### src/rtl/debounce_fsm.sv
// Switch debouncer: a four-state Moore FSM with a down-counter accepts a level change only
// after sw has held for DB_TICKS cycles. Define DEBOUNCE_SYNC_EN to add a two-flop synchronizer on sw.
module debounce_fsm #(
  parameter int DB_TICKS = 1000000,
  parameter int CNT_W    = 20
) (
  input  logic clk,
  input  logic reset_n,
  input  logic sw,
  output logic db_level,
  output logic busy
);

  // Bit 1 is the debounced level and bit 0 marks a wait state, so both outputs come straight from flops.
  typedef enum logic [1:0] {
    ZERO  = 2'b00,
    WAIT1 = 2'b01,
    ONE   = 2'b10,
    WAIT0 = 2'b11
  } state_t;

  localparam logic [CNT_W-1:0] CNT_LOAD = CNT_W'(DB_TICKS - 1);

  if ((DB_TICKS < 1) || (longint'(DB_TICKS) > (longint'(1) << CNT_W))) begin : g_bad_ticks
    $error("debounce_fsm: DB_TICKS=%0d outside 1..2^CNT_W (CNT_W=%0d)", DB_TICKS, CNT_W);
  end

  state_t           r_state;
  state_t           w_state_nxt;
  logic [CNT_W-1:0] r_cnt;
  logic [CNT_W-1:0] w_cnt_nxt;
  logic             w_sw_s;

`ifdef DEBOUNCE_SYNC_EN
  logic r_sync_p0;
  logic r_sync_p1;

  // Synchronizer stages
  always_ff @(posedge clk) begin
    if (!reset_n) begin
      r_sync_p0 <= 1'b0;
      r_sync_p1 <= 1'b0;
    end else begin
      r_sync_p0 <= sw;
      r_sync_p1 <= r_sync_p0;
    end
  end

  assign w_sw_s = r_sync_p1;
`else
  assign w_sw_s = sw;
`endif

  // FSM state and counter registers
  always_ff @(posedge clk) begin
    if (!reset_n) begin
      r_state <= ZERO;
      r_cnt   <= '0;
    end else begin
      r_state <= w_state_nxt;
      r_cnt   <= w_cnt_nxt;
    end
  end

  always_comb begin
    w_state_nxt = r_state;
    w_cnt_nxt   = r_cnt;
    case (r_state)
      ZERO: begin
        if (w_sw_s) begin
          w_state_nxt = WAIT1;
          w_cnt_nxt   = CNT_LOAD;
        end
      end
      WAIT1: begin
        if (!w_sw_s) begin
          w_state_nxt = ZERO;
        end else if (r_cnt == '0) begin
          w_state_nxt = ONE;
        end else begin
          w_cnt_nxt = r_cnt - 1'b1;
        end
      end
      ONE: begin
        if (!w_sw_s) begin
          w_state_nxt = WAIT0;
          w_cnt_nxt   = CNT_LOAD;
        end
      end
      WAIT0: begin
        if (w_sw_s) begin
          w_state_nxt = ONE;
        end else if (r_cnt == '0) begin
          w_state_nxt = ZERO;
        end else begin
          w_cnt_nxt = r_cnt - 1'b1;
        end
      end
      default: begin
        w_state_nxt = ZERO;
      end
    endcase
  end

  assign db_level = r_state[1];
  assign busy     = r_state[0];

endmodule

### config.mk
export PLATFORM = sky130hd
export DESIGN_NAME = debounce_fsm
export DESIGN_NICKNAME = d
export VERILOG_FILES = /design/src/rtl/debounce_fsm.sv
export SDC_FILE = /design/constraint.sdc
export NUM_CORES = 1
export LEC_CHECK = 0
export ABC_AREA = 1
export CAP_MARGIN = 10
export CORE_UTILIZATION = 35
export CTS_CLUSTER_SIZE = 12
export DETAILED_ROUTE_END_ITERATION = 12
export PLACE_DENSITY_LB_ADDON = 0.3
export SLEW_MARGIN = 20
export SYNTH_ARGS = -nofsm -noshare
export SYNTH_HDL_FRONTEND = slang
export SYNTH_SLANG_ARGS = --single-unit
### constraint.sdc
create_clock -name clk -period 1.3 [get_ports clk]
set_input_delay 0.325 -clock clk [delete_from_list [all_inputs] [get_ports clk]]
set_output_delay 0.325 -clock clk [all_outputs]
set_load 0.03 [all_outputs]
==> results of run 1 <==
## worst reg2reg max path: cells and delay by family, from the launching register on
kind                       cells  cell delay [ns]
AOI/OAI and AO/OA              1             0.06
adders and majority gates      1             0.15
buffers and inverters          2             0.23
and+or+nand+nor                6             0.61
DFF                            1             0.32
## through the flow
stage | cells | setup WS [ns] | area [µm²] | total power, mW | utilization
final | 341 | -0.1830 | 2364 | 2.507 | 0.5909
after global placement | 328 | -0.3968 | 1883 | 1.704 | 0.4708
after detailed placement | 328 | -0.4340 | 1883 | 1.716 | 0.4708
after CTS | 332 | -0.1648 | 1987 | 2.219 | 0.4967
after global routing | 341 | -0.2309 | 2364 | 2.666 | 0.5909
after floorplan | 240 | -0.09404 | 1488 | 1.361 | -
## layer usage
metal | vias up | share of wire
met5 | - | 0
met3 | 8 | 0.038
met4 | 0 | 0.018
li1 | 873 | -
met1 | 819 | 0.44
met2 | 43 | 0.50
## cell usage after synthesis, drive strengths merged (2+ instances only)
cell type / count
inv: 24
nand3b: 3
ha: 2
clkbuf: 3
nand4: 4
or2: 2
nand3: 36
nor2: 41
dfxtp: 22
xor2: 3
o21ai: 3
a21oi: 20
nand2: 70
buf: 4
## how the worst min path moves through the flow
stage	from	end	slack, ns	cells after the start
final	sw	register	0.40	3
after detailed placement	register	register	0.47	2
after global placement	register	register	0.46	2
after floorplan	reset_n	r_cnt[1]	0.46	2
after CTS	register	register	0.48	2
after global routing	sw	register	0.45	3
## sequential cells by signal, summed over array words and instances, names as in the netlist, named ones only
name	count
r_cnt	20
r_state	1
## power by group
part / internal [mW] / switching [mW] / total (mW)
sequential: 0.738 / 0.0630 / 0.801
clock: 0.208 / 0.236 / 0.443
combinational: 0.574 / 0.689 / 1.26
## timing repair
| item | 4_1_cts | 5_1_grt |
|---|---|---|
| cloned | 1 | 4 |
| setup buffers | 0 | 5 |
| pin swaps | 2 | 27 |
| resized for setup | 15 | 63 |
| endpoints found under the setup margin | 23 | 23 |
## cells by family (layout without fill, tap and decap cells)
logic type,after synthesis,after routing,synth area share
AO/OA/AOI/OAI,24,24,0.08405
XOR/XNOR,4,4,0.02402
buffers and inverters,32,82,0.1003
AND/OR/NAND/NOR,156,157,0.4725
adder cells (fa/ha/maj),2,2,0.01715
flip-flops,22,22,0.3019
## area by class of cell
| type | count | area, µm² | share of cell area |
|---|---|---|---|
| Sequential cell | 22 | 452.9 | 0.1916 |
| Timing Repair Buffer | 54 | 543.0 | 0.2298 |
| Multi-Input combinational cell | 187 | 1155 | 0.4886 |
| Clock buffer | 3 | 41.29 | 0.01747 |
| Tap cell | 50 | 62.56 | 0.02647 |
| Inverter | 25 | 108.9 | 0.04606 |
==> flow_summary.toml, run 1 <==
[run_status]
outcome = "complete, but fails checks"
violations = "setup timing"

[sta]
finalSetupViolCount = 22
maxSlewHeadroom = 0.8243
setup_tns_ns = -3.049
slew_violations = 0
fmax_mhz = 674.3
clock_skew_ns = 0.01405
hold_viol = 0
rsz0062_at_grt = "true"
tightest_slew_ns = 0.2626
finalCriticalPeriod_ns = 1.483
setup_ws_ns = -0.1830
min_period_over_period = 1.141
whs_ns = 0.4033

[grt]
grt-busiest-layer = "met2"
grtUsageMet1 = 0.2639
first_global_vias = 1524
grt_usage = 0.2069
use_met2 = 0.3561
grt_max_degree = 19
grt_pass1_wl_um = 6948
antenna_found_initial = 0
overflow = 0
grt_use_met3 = 0.02055

[route]
vias_per_cell = 5.111
antenna_left = 0
routedWlPerCell_um = 14.17
finalWirelength_um = 4831
dr.pass1.iters = 4
drc = 0
via_count = 1743
dr.first_iter.drc_count = 130

[worst_setup_path]
regToRegSetupSlack_ns = -0.18
worst_path_max_delay_cell = "dfxtp_1"
worstPathArrival_ns = 1.64
cp-start-kind = "register"
cpPeakStageDelay_ns = 0.32
rr_worst_depth = 10
path_buf_inv = 2
worstSetupPathType = "reg -> reg"
crit_family = "simple AND/OR/NAND/NOR gates"
cp-end-kind = "register"
crit_path_max_fanout = 8
timing.rr.start = "r_cnt[0]"
worst-path-stages = 10
worstSetupStartpoint = "r_cnt[0]"
crit_chain = "inv_2 -> ha_4 -> nand3_4 -> nor2_4 -> nand3_4 -> nand2_8 -> buf_12 -> nand2_8 -> nand2_1 -> a21oi_1"
r2r_end = "r_cnt[10]"
cp.required_ns = 1.46
cp-endpoint = "r_cnt[10]"

[die]
io_pins = 5
start_util = 0.3647
die_w_um = 66.56
core_region_area_um2 = 4000
dieHeight_um = 66.56
die-area_um2 = 4430
core.rowCount = 23

[logic_synthesis]
synth-edff-count = 0
yosysSeqAreaShare = 0.3019
synthTopCellsByArea = "dfxtp_1 (30%), nand2_1 (17%), nand3_1 (12%)"
synth_nets = 245
ys_warn_count = 0
syn_inst = 240
yosysUniqueCellTypes = 23
synth_top_flop_cell = "dfxtp_1"
ys_ff_latch = 22
synthArstFlopShare = 0
synth_top_area_cell = "dfxtp_1"
synth_area_per_cell_um2 = 6.079
netlist.area_leader.share = 0.3019
synth.cell_area_um2 = 1459

[power_and_ir_drop]
p_leak_nw = 1.071
p_per_area_nw_per_um2 = 1061
ir_worst_vdd_mv = 0.6875

[place]
place.gp.congestion = 0.8627
port_buffers = 4
hpwl_um = 2892

[clock_network]
cts_made_buffers = 3
path_clk_slew_ns = 0.09
cts_tree = "yes"
clock_latency_ns = 0.27
clock_path_buffers = 2
root_buffer = "clkbuf_8"
cts-htree-levels = 1
hold_buffers = 0
numClockSinks = 22

[layout]
layout_commonest_cell = "nand2_1"
n_antenna_cell = 0
layout_common_cells = "nand2_1 (54), buf_4 (37), nand3_1 (30)"
nFillCells = 370
drive_gt1_frac = 0.4192
synthToLayoutAreaGrowth_pct = 62.01
fin_nets = 298

[job]
maxCapViolCount = 0

[hold_path]
hold_class = "in -> reg"
Note: power is estimated with default switching activity, not from simulation.
==> run 2: changes to the inputs <==
ABC_CLOCK_PERIOD_IN_PS = 1300   (was not set)
==> results of run 2 <==
Same layout as run 1: the final DEF is identical, and so are final timing and power.
